$ cat config.mk
export PLATFORM = sky130hd
export DESIGN_NAME = iram_code_loader
export DESIGN_NICKNAME = d
export VERILOG_FILES = /design/src/rtl/iram_loader_pkg.sv /design/src/rtl/iram_word_packer.sv /design/src/rtl/iram_code_loader.sv
export SDC_FILE = /design/constraint.sdc
export NUM_CORES = 1
export LEC_CHECK = 0
export ABC_CLOCK_PERIOD_IN_PS = 2600
export CORE_UTILIZATION = 34
export DETAILED_ROUTE_END_ITERATION = 12
export MAX_ROUTING_LAYER = met4
export PLACE_DENSITY = 0.53
export SLEW_MARGIN = 40
export SYNTH_ARGS = -nofsm -noshare
export SYNTH_HDL_FRONTEND = slang
export SYNTH_SLANG_ARGS = --single-unit
$ cat constraint.sdc
create_clock -name clk -period 2.6 [get_ports clk]
set_input_delay 0.39 -clock clk [delete_from_list [all_inputs] [get_ports clk]]
set_output_delay 0.39 -clock clk [all_outputs]
set_load 0.01 [all_outputs]
$ cat src/rtl/iram_loader_pkg.sv
// iram_loader_pkg: shared types and sizing for the instruction-RAM code loader.
// Holds the FSM state enum and the address/count widths derived from the PC width.
package iram_loader_pkg;

    localparam int PC_BITWIDTH = 12;
    localparam int ON_CHIP_CODE_RAM_SIZE_IN_BYTES = 1024;

    localparam int IRAM_WORDS = ON_CHIP_CODE_RAM_SIZE_IN_BYTES / 4;
    localparam int ADDR_W = PC_BITWIDTH - 2;
    localparam int COUNT_W = ADDR_W + 1;

    typedef enum logic [2:0] {
        S_IDLE,
        S_COLLECT,
        S_WRITE,
`ifdef IRAM_LOADER_CHECKSUM_EN
        S_CHECK,
`endif
        S_DONE
    } loader_state_t;

endpackage

$ cat src/rtl/iram_word_packer.sv
// iram_word_packer: gathers four big-endian bytes into one 32-bit word.
// Ports: clear (restart at byte 0), accept/byte_in (stream), word, word_complete.
module iram_word_packer
    import iram_loader_pkg::*;
(
    input  logic        clk,
    input  logic        reset_n,
    input  logic        clear,
    input  logic        accept,
    input  logic [7:0]  byte_in,
    output logic [31:0] word,
    output logic        word_complete
);

    logic [1:0]  idx_q;
    logic [23:0] shreg_q;

    // The byte being accepted is already part of the word, so the top can
    // capture a full word on the same edge that takes byte 3.
    assign word = {shreg_q, byte_in};
    assign word_complete = accept && !clear && (idx_q == 2'd3);

    always_ff @(posedge clk or negedge reset_n) begin
        if (!reset_n) begin
            idx_q   <= 2'd0;
            shreg_q <= 24'd0;
        end else if (clear) begin
            idx_q <= 2'd0;
        end else if (accept) begin
            idx_q   <= idx_q + 2'd1;
            shreg_q <= word[23:0];
        end
    end

endmodule

$ cat src/rtl/iram_code_loader.sv
// iram_code_loader: loads code words from a byte stream into the split
// hi/lo 16-bit instruction RAM. Ports: start/start_addr/word_count/abort
// (session control), byte_in/byte_valid/byte_ready (stream), iram_we/
// iram_addr/iram_data_hi/iram_data_lo (RAM write port), busy/done/error.
// Optional checksum byte after the code: IRAM_LOADER_CHECKSUM_EN.
module iram_code_loader
    import iram_loader_pkg::*;
#(
    parameter int ADDR_BITS = ADDR_W,
    parameter int RAM_WORDS = IRAM_WORDS
) (
    input  logic                 clk,
    input  logic                 reset_n,
    input  logic                 start,
    input  logic [ADDR_BITS-1:0] start_addr,
    input  logic [ADDR_BITS:0]   word_count,
    input  logic                 abort,
    input  logic [7:0]           byte_in,
    input  logic                 byte_valid,
    output logic                 byte_ready,
    output logic                 iram_we,
    output logic [ADDR_BITS-1:0] iram_addr,
    output logic [15:0]          iram_data_hi,
    output logic [15:0]          iram_data_lo,
    output logic                 busy,
    output logic                 done,
    output logic                 error
);

    loader_state_t state, state_n;

    logic [ADDR_BITS-1:0] addr_q;
    logic [ADDR_BITS:0]   remain_q;
    logic [ADDR_BITS+1:0] end_addr;
    logic [31:0]          word;
    logic range_bad, go, kill, accept;
    logic word_complete, last_word, ck_fail;

    assign go = (state == S_IDLE) && start;
    assign kill = (state != S_IDLE) && abort;
    assign accept = byte_valid && byte_ready;

    // Two extra bits so start_addr + word_count cannot overflow.
    assign end_addr = {2'b00, start_addr} + {1'b0, word_count};
    assign range_bad = end_addr > (ADDR_BITS+2)'(RAM_WORDS);
    assign last_word = remain_q == (ADDR_BITS+1)'(1);

`ifdef IRAM_LOADER_CHECKSUM_EN
    localparam loader_state_t S_TAIL = S_CHECK;

    logic [7:0] sum_q;
    logic [7:0] ck_total;

    assign ck_total = sum_q + byte_in;
    assign ck_fail = (state == S_CHECK) && accept && !abort
                     && (ck_total != 8'h00);

    always_ff @(posedge clk or negedge reset_n) begin
        if (!reset_n) begin
            sum_q <= 8'h00;
        end else if (go) begin
            sum_q <= 8'h00;
        end else if (accept && (state == S_COLLECT)) begin
            sum_q <= sum_q + byte_in;
        end
    end

    always_comb begin
        byte_ready = 1'b0;
        if ((state == S_COLLECT) || (state == S_CHECK)) begin
            byte_ready = 1'b1;
        end
    end
`else
    localparam loader_state_t S_TAIL = S_DONE;

    assign ck_fail = 1'b0;

    always_comb begin
        byte_ready = 1'b0;
        if (state == S_COLLECT) begin
            byte_ready = 1'b1;
        end
    end
`endif

    iram_word_packer u_packer (
        .clk           (clk),
        .reset_n       (reset_n),
        .clear         (go || kill),
        .accept        (accept && (state == S_COLLECT)),
        .byte_in       (byte_in),
        .word          (word),
        .word_complete (word_complete)
    );

    always_comb begin
        state_n = state;
        unique case (state)
            S_IDLE: begin
                if (start) begin
                    if (word_count == '0) begin
                        state_n = S_TAIL;
                    end else if (!range_bad) begin
                        state_n = S_COLLECT;
                    end
                end
            end
            S_COLLECT: begin
                if (word_complete) begin
                    state_n = S_WRITE;
                end
            end
            S_WRITE: begin
                state_n = last_word ? S_TAIL : S_COLLECT;
            end
`ifdef IRAM_LOADER_CHECKSUM_EN
            S_CHECK: begin
                if (accept) begin
                    state_n = ck_fail ? S_IDLE : S_DONE;
                end
            end
`endif
            S_DONE: begin
                state_n = S_IDLE;
            end
            default: begin
                state_n = S_IDLE;
            end
        endcase
        if (kill) begin
            state_n = S_IDLE;
        end
    end

    // Outputs are registered from the next state so they line up with the
    // state they describe (iram_we during WRITE, done during DONE).
    always_ff @(posedge clk or negedge reset_n) begin
        if (!reset_n) begin
            state        <= S_IDLE;
            addr_q       <= '0;
            remain_q     <= '0;
            iram_we      <= 1'b0;
            iram_addr    <= '0;
            iram_data_hi <= 16'h0000;
            iram_data_lo <= 16'h0000;
            busy         <= 1'b0;
            done         <= 1'b0;
            error        <= 1'b0;
        end else begin
            state   <= state_n;
            iram_we <= (state_n == S_WRITE);
            busy    <= (state_n != S_IDLE);
            done    <= (state_n == S_DONE);
            error   <= (go && (word_count != '0) && range_bad) || ck_fail;
            if (go) begin
                addr_q   <= start_addr;
                remain_q <= word_count;
            end else if (state == S_WRITE) begin
                addr_q   <= addr_q + ADDR_BITS'(1);
                remain_q <= remain_q - (ADDR_BITS+1)'(1);
            end
            if (state_n == S_WRITE) begin
                iram_addr    <= addr_q;
                iram_data_hi <= word[31:16];
                iram_data_lo <= word[15:0];
            end
        end
    end

endmodule
Word level (Yosys, flattened, before mapping)
Cells that the tools add are included.
{ "totals": {"ff_bits": 96, "inputBits": 34, "output_inout_bits": 47, "wordCells": 56} }
{ "classes": {"n_addsub": 4, "order_cmp": 1, "eq_ne": 6, "n_mux": 14, "n_bitwise": 1, "reduce_logical": 18} }
{ "ops": {"columns": ["operator", "count"], "rows": [
  ["11-bit 2-to-1 mux", 2],
  ["10-bit 2-to-1 mux", 2],
  ["3-bit 2-to-1 mux", 5],
  ["10-bit by 11-bit adder with 12-bit output", 1],
  ["12-bit by 9-bit greater-than comparator with 1-bit output, second input constant", 1],
  ["11-bit by 1-bit equality test with 1-bit output, second input constant", 1],
  ["11-bit logical NOT", 1],
  ["11-bit nonzero test", 1],
  ["11-bit by 1-bit subtractor with 11-bit output, second input constant", 1],
  ["10-bit by 1-bit adder with 10-bit output, second input constant", 1],
  ["3-bit by 2-bit equality test with 1-bit output, second input constant", 3],
  ["3-bit one-hot mux with 3 select lines", 1],
  ["1-bit logical AND", 8],
  ["2-bit 2-to-1 mux", 3],
  ["3-bit nonzero test", 2],
  ["2-bit nonzero test", 2],
  ["3-bit by 1-bit equality test with 1-bit output, second input constant", 1],
  ["3-bit logical NOT", 1],
  ["2-bit by 1-bit adder with 2-bit output, second input constant", 1],
  ["2-bit equality test, second input constant", 1],
  ["2-bit AND reduction", 1],
  ["1-bit logical NOT", 1],
  ["1-bit logical OR", 1],
  ["1-bit 2-to-1 mux", 1],
  ["1-bit NOT", 1]
]} }

Longest topological paths before layout
Gate-level depths: netlist of run 1.
{ "depth": {"word_depth": 10, "depth_mapped": 10, "depth_no_buf": 10} }

Modules after synthesis
From an unflattened synthesis of run 1, not the netlist that was laid out.
{ "hier_totals": {"hier_cells": 387, "hier_area_um2": 4872.2} }
{ "by_module_without_submodules": {"columns": ["module", "instances", "cells_each", "area_each_um2", "seq_area_each_um2"], "rows": [
  ["iram_code_loader", 1, 319, 3709.8, 1751.7],
  ["iram_word_packer", 1, 68, 1162.4, 650.6]
]} }

Worst setup path before layout of run 1
No wires, ideal clock.
{ "synth_timing": {"path_kind": "input to register", "startpoint": "input port start_addr[0]", "endpoint": "register done", "setup_time_ns": 0.087, "arrival_ns": 2.585, "required_ns": 2.513, "path_slack_ns": -0.071, "path_stages": 10, "n_path_buf": 0, "path_cell_list": "ha_1 inv_1 fa_1 nand2b_4 a211oi_4 o2111ai_1 mux2_4 o41ai_2 a31oi_1 a211oi_2"} }
{ "synth_via": {"elab_chain_cells": 8} }
{ "synth_rtl": {"columns": ["item", "line", "rtl"], "rows": [
  ["start, declared", "iram_code_loader.sv:15", "input logic [ADDR_BITS-1:0] start_addr,"],
  ["10-bit by 11-bit adder with 12-bit output", "iram_code_loader.sv:44", "assign end_addr = {2'b00, start_addr} + {1'b0, word_count};"],
  ["12-bit by 9-bit greater-than comparator with 1-bit output", "iram_code_loader.sv:45", "assign range_bad = end_addr > (ADDR_BITS+2)'(RAM_WORDS);"],
  ["3-bit 2-to-1 mux", "iram_code_loader.sv:104", "end else if (!range_bad) begin"],
  ["3-bit 2-to-1 mux", "iram_code_loader.sv:102", "if (word_count == '0) begin"],
  ["3-bit 2-to-1 mux", "iram_code_loader.sv:101", "if (start) begin"],
  ["3-bit one-hot mux with 3 select lines", "iram_code_loader.sv:99", "unique case (state)"],
  ["3-bit 2-to-1 mux", "iram_code_loader.sv:131", "if (kill) begin"],
  ["3-bit by 2-bit equality test with 1-bit output", "iram_code_loader.sv:154", "done <= (state_n == S_DONE);"],
  ["end signal, assigned", "iram_code_loader.sv:154", null],
  ["end, declared", "iram_code_loader.sv:26", "output logic done,"]
]} }
No other way between the ends.
A chain may end at the register's enable or synchronous reset.

Worst setup path after layout of run 1
Ends and elaborated chain as after synthesis.

==> results of run 1 <==
## stage by stage
step           power, mW  setup TNS, ns
2_1_floorplan      1.816              0
3_3_place_gp       2.024         -2.038
3_5_place_dp       2.030         -2.326
4_1_cts            3.428              0
5_1_grt            3.574       -0.01598
6_report           3.411              0
## final timing paths
kind	startpoint	end	slack [ns]	depth (start not counted)
setup / recovery	start_addr[0]	done	0.08	11
hold / removal	reset_n	iram_addr[4]	0.06	1
setup reg to reg	remain_q[4]	done	0.55	6
hold reg to reg	iram_addr[8]	iram_addr[8]	0.47	2
max in group asynchronous	reset_n	addr_q[0]	1.87	2
min in group clk	start_addr[0]	addr_q[0]	0.30	2
## cell families (layout without fill, tap and decap cells)
group,count (synthesis),in the layout
AOI/OAI and AO/OA,70,70
buffers and inverters,28,150
other,1,1
xor gates and xnor gates,10,10
DFF,96,96
and+or+nand+nor,287,287
muxes,1,1
adders and majority gates,15,15
## cell usage in the layout (no fill, tap or decap), types with 3 or more instances in the layout
cell                              count
sky130_fd_sc_hd__nor3_1               7
sky130_fd_sc_hd__ha_1                 9
sky130_fd_sc_hd__a21oi_1             15
sky130_fd_sc_hd__clkdlybuf4s50_1     66
sky130_fd_sc_hd__nand4_1              3
sky130_fd_sc_hd__inv_1                8
sky130_fd_sc_hd__nand2b_1             4
sky130_fd_sc_hd__a21o_1               4
sky130_fd_sc_hd__o311ai_0             3
sky130_fd_sc_hd__nand2_1            229
sky130_fd_sc_hd__xnor2_1              5
sky130_fd_sc_hd__o21ai_0             17
sky130_fd_sc_hd__dfrtp_1             96
sky130_fd_sc_hd__buf_4               44
sky130_fd_sc_hd__dlymetal6s2s_1      10
sky130_fd_sc_hd__a22oi_1              3
sky130_fd_sc_hd__clkbuf_16            9
sky130_fd_sc_hd__ha_4                 5
sky130_fd_sc_hd__xor2_1               5
sky130_fd_sc_hd__nand3_1              8
sky130_fd_sc_hd__o211ai_1             6
sky130_fd_sc_hd__and2_1               3
sky130_fd_sc_hd__nor4_1               5
sky130_fd_sc_hd__nor2_1              16
## flip-flops by register name, indices dropped and copies added (netlist names)
signal	cells
iram_data_lo	16
remain_q	11
error	1
iram_addr	10
state	3
addr_q	10
iram_data_hi	16
busy	1
u_packer.idx_q	2
done	1
u_packer.shreg_q	24
iram_we	1
## timing repair
item,CTS,global route
setup endpoints to repair,4,3
endpoints found under the hold margin,0,0
pin swaps,6,8
resized for setup,7,32
setup buffers,2,1
## worst max-delay path, cell delays in order
cell,delay [ns]
sky130_fd_sc_hd__buf_4,0.10
sky130_fd_sc_hd__ha_4,0.12
sky130_fd_sc_hd__inv_2,0.04
sky130_fd_sc_hd__fa_2,0.37
sky130_fd_sc_hd__nand2b_4,0.17
sky130_fd_sc_hd__a211oi_4,0.29
sky130_fd_sc_hd__o2111ai_2,0.16
sky130_fd_sc_hd__mux2_4,0.33
sky130_fd_sc_hd__o41ai_4,0.42
sky130_fd_sc_hd__a31oi_4,0.15
sky130_fd_sc_hd__a211oi_2,0.23
## per-layer routing
layer | routed length (µm) | vias to the layer above
li1 | - | 1923
met5 | 0 | -
met2 | 5017 | 63
met4 | 155 | 0
met3 | 401 | 19
met1 | 5823 | 1793
## report_power, final
part           internal (mW)  leakage [nW]  switching, mW
sequential              1.55          1.30         0.0561
clock                  0.785         0.155          0.595
combinational          0.208          1.65          0.219
total                   2.54          3.11          0.869
## final cells by class
type	count	area, µm²	share of cell area, %
well taps	172	215.2	3.468
flip-flops and latches	96	2402	38.72
inverters	11	41.29	0.6655
clock inverters	6	72.57	1.170
multi-input cells	384	2082	33.56
repair buffers	123	1152	18.57
clock buffers	10	239.0	3.852
==> impl_metrics.env, run 1 <==
export IMPL_ctsLongestPathBuffers=2
export IMPL_async_reset_ff_share_pct=100.0
export IMPL_postPlaceCellArea_um2=5753
export IMPL_synth_xor_area_share_pct=1.957
export IMPL_drt_antenna_net_count=0
export IMPL_finalCoreUtilization_pct=48.77
export IMPL_maxSlewHeadroom_pct=57.37
export IMPL_cts_hold_fix_buffers=0
export IMPL_setup_skew_ns=0.009265
export IMPL_synthMostInstantiatedCell="sky130_fd_sc_hd__nand2_1"
export IMPL_synth_largest_type_area_fraction_pct=53.69
export IMPL_grt_remaining_overflow=0
export IMPL_yosysWarnings=0
export IMPL_route_vias_total=3798
export IMPL_synthCells=508
export IMPL_cp_data_arrival_time_ns=2.79
export IMPL_clk_pin_slew_ns=0.07
export IMPL_detailedPlace_worstSlack_ns=-0.6908
export IMPL_cp_required_ns=2.87
export IMPL_post_route_cells_drive_above_1_share_pct=13.17
export IMPL_synth_fa_ha_area_share_pct=4.362
export IMPL_dieArea_um2=13620
export IMPL_met2_routing_resource_usage_after_global_routing_pct=25.76
export IMPL_synth_mux_area_share_pct=0.3356
export IMPL_first_iter_violations=283
export IMPL_number_of_antenna_violations_at_the_first_check_in_global_routing=0
export IMPL_most_used_flip_flop_cell_after_synthesis="sky130_fd_sc_hd__dfrtp_1"
export IMPL_synth_compound_area_share_pct=10.93
export IMPL_post_place_cells=784
export IMPL_yosysTopAreaCell="sky130_fd_sc_hd__dfrtp_1"
export IMPL_core_rowCount=41
export IMPL_drtPass1Iterations=4
export IMPL_yosysSeqAreaShare_pct=53.69
export IMPL_layout_area_overhead_vs_synth_pct=38.67
export IMPL_nets=674
export IMPL_number_of_clock_buffers_inserted_by_tritoncts=9
export IMPL_h_tree_levels=3
export IMPL_synth_enable_flop_cells=0
export IMPL_io_buffer_count=80
export IMPL_final_hold_viol_count=0
export IMPL_synthesis_area_um2=4474
export IMPL_worstHoldPathType="primary input to asynchronous set/reset pin"
export IMPL_drv_slew=0
export IMPL_worst_pin_slew_ns=0.6395
export IMPL_critical_path_max_fanout=3
export IMPL_grtUsageTotal_pct=18.65
export IMPL_yosys_register_bits=96
export IMPL_synthSimpleGateAreaFrac_pct=26.29
export IMPL_least_setup_slack_across_all_paths_after_layout_ns=0.07908
export IMPL_grt_met3_usage_pct=4.203
export IMPL_crit_type="primary input to flip-flop"
export IMPL_grt_util_met1_pct=27.01
export IMPL_capturing_element_type_of_the_critical_path="flip-flop"
export IMPL_first_global_vias=3627
export IMPL_maxCapViolations=0
export IMPL_combinational_family_with_the_most_area_after_synthesis="simple AND/OR/NAND/NOR gates"
export IMPL_synth_fp_nets=557
export IMPL_route_detailed_wl_per_inst_um=14.21
export IMPL_power_density_nw_per_um2=549.8
export IMPL_core_region_area_um2=12720
export IMPL_power_static_leakage_nw=3.105
export IMPL_clock_root_buffer="sky130_fd_sc_hd__clkbuf_16"
export IMPL_postLayoutCellArea_um2=6205
export IMPL_timing_final_crit_share_pct=96.96
export IMPL_clkSinkCount=96
export IMPL_timing_hold_ws_ns=0.05875
export IMPL_die_width_um=116.7
export IMPL_tritoncts_clock_tree="done"
export IMPL_grt_max_degree=50
export IMPL_ys_top_cells_by_count="sky130_fd_sc_hd__nand2_1, sky130_fd_sc_hd__dfrtp_1, sky130_fd_sc_hd__nor2_1"
export IMPL_synth_cell_type_count=49
export IMPL_post_layout_nonfiller_instances=802
export IMPL_startpoint_type="primary input"
export IMPL_ios=81
export IMPL_finalWirelength_mm=11.40
export IMPL_finalSetupViolCount=0
export IMPL_timing_fmax_mhz=396.7
export IMPL_syn_avg_cell_area_um2=8.808
export IMPL_place_gp_congestion=0.8438
export IMPL_clk_insertion_delay_late_ns=0.35
export IMPL_route_detailed_drc=0
export IMPL_fill_cell_instance_count_of_the_final_layout=1298
export IMPL_grt_pass1_wl_mm=18.64
export IMPL_netlist_top_cells_area="sky130_fd_sc_hd__dfrtp_1, sky130_fd_sc_hd__nand2_1, sky130_fd_sc_hd__ha_1"
export IMPL_num_antenna_cells=0
export IMPL_grt_most_used_layer="met1"
export IMPL_initial_core_utilization_pct=35.17
export IMPL_die_height_um=116.7
export IMPL_route_detailed_vias_per_inst=4.736
export IMPL_hpwlAfterDp_mm=8.286
export IMPL_worst_ir_drop_vdd_mv=0.3011
export IMPL_result_of_the_run="finished, final reports clean"
export IMPL_min_period_ns=2.521
No activity file was read; power rests on OpenSTA's default activity.
==> run 2: changes to the inputs <==
--- a/config.mk
+++ b/config.mk
@@ -9,7 +9,6 @@
 export CORE_UTILIZATION = 34
 export DETAILED_ROUTE_END_ITERATION = 12
 export MAX_ROUTING_LAYER = met4
-export PLACE_DENSITY = 0.53
 export SLEW_MARGIN = 40
 export SYNTH_ARGS = -nofsm -noshare
 export SYNTH_HDL_FRONTEND = slang
==> run 2 against run 1 <==
Compared with the run above:
- count of clock-buffer cells in the layout stayed put
- first-iteration DRC count is 23% lower
- non-clock buffer count is 1 higher
- wire length is 0.41% lower
- setup slack better by 0.014 ns
- worst hold slack better by 0.22 ns
- power is 2.0% lower
- via count is 2.4% higher
- combinational power is 4% higher
- critical endpoint unchanged
==> impl_metrics.env, run 2 (synthesis results as in run 1) <==
export IMPL_tritoncts_clock_tree="done"
export IMPL_clk_pin_slew_ns=0.07
export IMPL_maxCapViolations=0
export IMPL_grt_remaining_overflow=0
export IMPL_clkSinkCount=96
export IMPL_timing_hold_ws_ns=0.2823
export IMPL_route_detailed_vias_per_inst=4.846
export IMPL_final_hold_viol_count=0
export IMPL_timing_final_crit_share_pct=96.42
export IMPL_die_width_um=116.7
export IMPL_postLayoutCellArea_um2=6245
export IMPL_number_of_antenna_violations_at_the_first_check_in_global_routing=0
export IMPL_core_rowCount=41
export IMPL_crit_slowest_cell="sky130_fd_sc_hd__o41ai_4"
export IMPL_grt_max_degree=57
export IMPL_largestRegisters="u_packer.shreg_q: 24 flops, iram_data_hi: 16 flops, iram_data_lo: 16 flops"
export IMPL_timing_fmax_mhz=398.9
export IMPL_cp_required_ns=2.86
export IMPL_post_route_cells_drive_above_1_share_pct=13.95
export IMPL_critical_path_max_fanout=3
export IMPL_die_height_um=116.7
export IMPL_io_buffer_count=80
export IMPL_drtPass1Iterations=4
export IMPL_first_iter_violations=219
export IMPL_grtUsageTotal_pct=18.39
export IMPL_capturing_element_type_of_the_critical_path="flip-flop"
export IMPL_clock_root_buffer="sky130_fd_sc_hd__clkbuf_16"
export IMPL_drt_antenna_net_count=0
export IMPL_min_period_ns=2.507
export IMPL_dieArea_um2=13620
export IMPL_result_of_the_run="finished, final reports clean"
export IMPL_hpwlAfterDp_mm=8.060
export IMPL_largest_register_ffs=24
export IMPL_worst_pin_slew_ns=0.8103
export IMPL_startpoint_type="primary input"
export IMPL_h_tree_levels=3
export IMPL_finalWirelength_mm=11.35
export IMPL_hold_depth=2
export IMPL_ios=81
export IMPL_place_gp_congestion=0.8003
export IMPL_top_register="u_packer.shreg_q"
export IMPL_cp_data_arrival_time_ns=2.77
export IMPL_core_region_area_um2=12720
export IMPL_setup_skew_ns=0.01326
export IMPL_layout_common_cells="sky130_fd_sc_hd__nand2_1, sky130_fd_sc_hd__dfrtp_1, sky130_fd_sc_hd__clkdlybuf4s50_1, sky130_fd_sc_hd__buf_4, sky130_fd_sc_hd__o21ai_0"
export IMPL_num_antenna_cells=0
export IMPL_drv_slew=0
export IMPL_postPlaceCellArea_um2=5738
export IMPL_layout_area_overhead_vs_synth_pct=39.57
export IMPL_timing_reg2reg_worst_path_depth=10
export IMPL_clk_insertion_delay_late_ns=0.35
export IMPL_nets=675
export IMPL_power_density_nw_per_um2=535.1
export IMPL_number_of_clock_buffers_inserted_by_tritoncts=9
export IMPL_maxSlewHeadroom_pct=45.48
export IMPL_power_static_leakage_nw=3.112
export IMPL_route_detailed_drc=0
export IMPL_first_global_vias=3886
export IMPL_finalSetupViolCount=0
export IMPL_route_vias_total=3891
export IMPL_initial_core_utilization_pct=35.17
export IMPL_ctsLongestPathBuffers=2
export IMPL_worstHoldPathType="primary input to flip-flop"
export IMPL_slowest_delay_ns=0.44
export IMPL_crit_type="primary input to flip-flop"
export IMPL_setup_total_negative_slack_ns=0
export IMPL_grt_pass1_wl_mm=18.62
export IMPL_mostFrequentLayoutCell="sky130_fd_sc_hd__nand2_1"
export IMPL_cp_cell_sequence="buf_4 > ha_4 > inv_2 > fa_2 > nand2b_4 > a211oi_4 > o2111ai_2 > mux2_4 > o41ai_4 > a31oi_4 > a211oi_2"
export IMPL_worst_ir_drop_vdd_mv=0.2783
export IMPL_route_detailed_wl_per_inst_um=14.13
run 2: cell types whose count changed in the layout (fill, tap and decap cells not counted), sizes merged:
| cell | change |
|---|---|
| clkinv | +1 |
| dlygate4sd3 | +1 |
| clkdlybuf4s15 | +1 |
| clkdlybuf4s50 | -1 |
| bufinv | -1 |
| clkinvlp | +1 |
| inv | -1 |
run 2: per-layer routing:
layer / vias up / routed length [µm] / global-route usage [%]
li1: 1922 / - / -
met4: 0 / 183 / 7.764
met1: 1854 / 5303 / 23.09
met3: 14 / 463 / 3.062
met5: - / 0 / -
met2: 101 / 5398 / 29.39
run 2: final cells by class:
type	instances	area, µm²
clock buffer	10	239.0
clock inverter	6	52.55
fill	1257	6477
inverter	11	41.29
multi-input combinational	384	2120
sequential	96	2402
tap	172	215.2
timing repair buffer	124	1175
run 2: worst paths after layout:
kind | slack, ns | startpoint | end
setup / recovery | 0.09 | word_count[0] | done
hold / removal | 0.28 | start_addr[0] | addr_q[0]
setup reg to reg | 0.56 | state[1] | iram_data_hi[7]
hold reg to reg | 0.47 | u_packer.shreg_q[23] | iram_data_hi[15]
max in group asynchronous | 1.44 | reset_n | iram_data_lo[1]
min in group asynchronous | 0.44 | reset_n | iram_addr[7]
run 2: power by group:
| part | internal, mW | leakage (nW) | switching, mW |
|---|---|---|---|
| Clock | 0.690 | 0.142 | 0.600 |
| Sequential | 1.55 | 1.30 | 0.0577 |
| Combinational | 0.221 | 1.67 | 0.224 |
| Total | 2.46 | 3.11 | 0.882 |
run 2: what timing repair did:
item | 4_1_cts | 5_1_grt
hold buffers | 0 | 1
pin swaps | 7 | 11
endpoints found under the setup margin | 4 | 3
setup buffers | 1 | 2
gates resized for setup | 13 | 33
endpoints found under the hold margin | 0 | 13
run 2: metrics by stage:
stage                     setup slack [ns]  cells  util [%]  total power [mW]
after floorplan                    0.01180    508         -             1.816
after global placement             -0.6266    782     45.10             2.021
after detailed placement           -0.6677    782     45.10             2.029
after CTS                          0.02123    799     47.85             3.338
after global routing             -0.003935    803     49.09             3.479
final                              0.09298    803     49.09             3.341
run 2: worst max-delay path: cells and delay by family:
kind	cells	cell delay [ns]
fa+ha+maj	2	0.48
buf+inv	2	0.14
simple gates	1	0.16
compound gates	5	1.28
mux	1	0.33
==> run 3: changes to the inputs <==
--- a/config.mk
+++ b/config.mk
@@ -5,9 +5,10 @@
 export SDC_FILE = /design/constraint.sdc
 export NUM_CORES = 1
 export LEC_CHECK = 0
-export ABC_CLOCK_PERIOD_IN_PS = 2600
+export ABC_CLOCK_PERIOD_IN_PS = 3200
 export CORE_UTILIZATION = 34
 export DETAILED_ROUTE_END_ITERATION = 12
+export GPL_ROUTABILITY_DRIVEN = 0
 export MAX_ROUTING_LAYER = met4
 export SLEW_MARGIN = 40
 export SYNTH_ARGS = -nofsm -noshare
==> constraint.sdc (replaced) <==
create_clock -name clk -period 3.2 [get_ports clk]
set_input_delay 0.48 -clock clk [delete_from_list [all_inputs] [get_ports clk]]
set_output_delay 0.48 -clock clk [all_outputs]
set_load 0.01 [all_outputs]
==> run 3 against run 2 <==
Compared with the run above:
- setup slack improved by 0.033 ns
- register-to-register slack better by 0.67 ns
- clock power decreased by 5%
- wire length shrank 2.6%
- critical path depth unchanged
- cell count is 2.5% lower
- non-clock buffer count fell by 20
- utilization decreased by 2.1 points
- via count fell by 0.54%
- clock skew down 0.0028 ns
- sequential cell count unchanged
- critical path type unchanged
- highest routed layer unchanged
- cell area fell by 4.2%
==> impl_metrics.env, run 3 (synthesis results as in run 1) <==
export IMPL_cts_hold_fix_buffers=0
export IMPL_num_antenna_cells=0
export IMPL_postPlaceCellArea_um2=5617
export IMPL_io_buffer_count=80
export IMPL_multi_input_comb_area_um2=1984
export IMPL_grt_pass1_wl_mm=18.00
export IMPL_capturing_element_type_of_the_critical_path="flip-flop"
export IMPL_critical_path_max_fanout=3
export IMPL_grt_remaining_overflow=0
export IMPL_finalSetupViolCount=0
export IMPL_worstHoldPathType="primary input to asynchronous set/reset pin"
export IMPL_fill_cell_instance_count_of_the_final_layout=1254
export IMPL_core_region_area_um2=12720
export IMPL_route_detailed_wl_per_inst_um=14.12
export IMPL_die_height_um=116.7
export IMPL_route_detailed_vias_per_inst=4.943
export IMPL_grt_max_degree=53
export IMPL_crit_type="primary input to flip-flop"
export IMPL_layout_common_cells="sky130_fd_sc_hd__nand2_1, sky130_fd_sc_hd__dfrtp_1, sky130_fd_sc_hd__clkdlybuf4s50_1, sky130_fd_sc_hd__buf_4, sky130_fd_sc_hd__nor2_1"
export IMPL_clk_insertion_delay_late_ns=0.35
export IMPL_ctsLongestPathBuffers=2
export IMPL_finalWirelength_mm=11.06
export IMPL_hpwlAfterDp_mm=7.975
export IMPL_setup_skew_ns=0.01042
export IMPL_route_vias_total=3870
export IMPL_regArea_um2=2402
export IMPL_ios=81
export IMPL_rsz0062_at_grt="false"
export IMPL_cp_data_arrival_time_ns=3.34
export IMPL_clk_pin_slew_ns=0.07
export IMPL_drtPass1Iterations=4
export IMPL_worst_ir_drop_vdd_mv=0.2154
export IMPL_result_of_the_run="finished, final reports clean"
export IMPL_initial_core_utilization_pct=35.17
export IMPL_number_of_clock_buffers_inserted_by_tritoncts=9
export IMPL_power_static_leakage_nw=2.932
export IMPL_cts_repair_timing_setup_buffer_count=0
export IMPL_nets=655
export IMPL_grtUsageTotal_pct=17.83
export IMPL_number_of_antenna_violations_at_the_first_check_in_global_routing=0
export IMPL_h_tree_levels=3
export IMPL_top_register="u_packer.shreg_q"
export IMPL_core_rowCount=41
export IMPL_clock_root_buffer="sky130_fd_sc_hd__clkbuf_16"
export IMPL_post_route_cells_drive_above_1_share_pct=8.183
export IMPL_dieArea_um2=13620
export IMPL_mostFrequentLayoutCell="sky130_fd_sc_hd__nand2_1"
export IMPL_drv_slew=0
export IMPL_postLayoutCellArea_um2=5983
export IMPL_first_iter_violations=282
export IMPL_power_total_mw=2.841
export IMPL_maxSlewHeadroom_pct=53.93
export IMPL_tritoncts_clock_tree="done"
export IMPL_clkSinkCount=96
export IMPL_power_density_nw_per_um2=474.9
export IMPL_worst_pin_slew_ns=0.6847
export IMPL_layout_area_overhead_vs_synth_pct=33.72
export IMPL_drt_antenna_net_count=0
export IMPL_startpoint_type="primary input"
export IMPL_maxCapViolations=0
export IMPL_min_period_ns=3.074
export IMPL_route_detailed_drc=0
export IMPL_largest_register_ffs=24
export IMPL_first_global_vias=3714
export IMPL_final_hold_viol_count=0
export IMPL_timing_fmax_mhz=325.3
export IMPL_timing_final_crit_share_pct=96.08
export IMPL_die_width_um=116.7
export IMPL_largestRegisters="u_packer.shreg_q: 24 flops, iram_data_hi: 16 flops, iram_data_lo: 16 flops"
export IMPL_cp_required_ns=3.46
run 3: changes by cell type in the layout (fill, tap and decap cells not counted), moves of 6 or more:
cell,change
sky130_fd_sc_hd__clkdlybuf4s50_1,+14
sky130_fd_sc_hd__ha_1,+6
sky130_fd_sc_hd__ha_4,-6
sky130_fd_sc_hd__dlymetal6s2s_1,-10
sky130_fd_sc_hd__buf_4,-19
run 3: worst paths after layout:
check                                     start                   end  slack, ns  cells after the start
max                               start_addr[0]                  done       0.13                     11
min                                     reset_n  u_packer.shreg_q[21]       0.18                      1
max reg2reg                            state[1]       iram_data_lo[7]       1.23                     10
min reg2reg                u_packer.shreg_q[16]       iram_data_hi[8]       0.47                      2
max in group asynchronous               reset_n              state[1]       2.33                      2
min in group clk           u_packer.shreg_q[16]       iram_data_hi[8]       0.47                      2
run 3: repair_timing:
action,4_1_cts,5_1_grt
setup endpoints to repair,0,1
hold endpoints to repair,0,0
resized for setup,0,2
run 3: critical path: stages:
cell                              delay, ns
sky130_fd_sc_hd__clkdlybuf4s50_1       0.49
sky130_fd_sc_hd__ha_1                  0.18
sky130_fd_sc_hd__inv_1                 0.06
sky130_fd_sc_hd__fa_1                  0.37
sky130_fd_sc_hd__nand2b_4              0.16
sky130_fd_sc_hd__a211oi_4              0.22
sky130_fd_sc_hd__o2111ai_1             0.21
sky130_fd_sc_hd__mux2_4                0.35
sky130_fd_sc_hd__o41ai_4               0.38
sky130_fd_sc_hd__a31oi_2               0.19
sky130_fd_sc_hd__a211oi_2              0.25
run 3: per-layer routing:
layer  routed length [µm]  global-route usage, %  up-vias  share of wire, %
met2                 5198                  27.26      109                47
met4                  218                  6.920        0               2.0
met5                    0                      -        -                 0
met1                 5147                  23.36     1858                47
met3                  492                  3.425       23               4.4
li1                     -                      -     1880                 -
run 3: area by class of cell:
cell class,count,share of cell area [%]
clock buffers,10,3.994
clock inverters,6,1.840
inverters,11,0.6901
multi-input cells,384,33.17
flip-flops and latches,96,40.15
well taps,172,3.597
repair buffers,104,16.56
run 3: stage by stage:
step                      utilization [%]  hold slack (ns)  setup TNS, ns  worst slack, ns  std cells
after floorplan                         -           0.1844              0           0.4387        508
after global placement              44.15           0.4535        -0.2995          -0.1462        767
after detailed placement            44.15           0.4499        -0.6535          -0.2735        767
after CTS                           46.89           0.1855              0          0.07921        783
after global routing                47.03           0.2192              0          0.01906        783
final                               47.03           0.1766              0           0.1255        783
run 3: power breakdown:
part	switching (mW)	leakage [nW]	internal, mW	total [mW]
registers	0.0472	1.30	1.26	1.30
logic	0.163	1.46	0.145	0.308
clock network	0.499	0.171	0.729	1.23
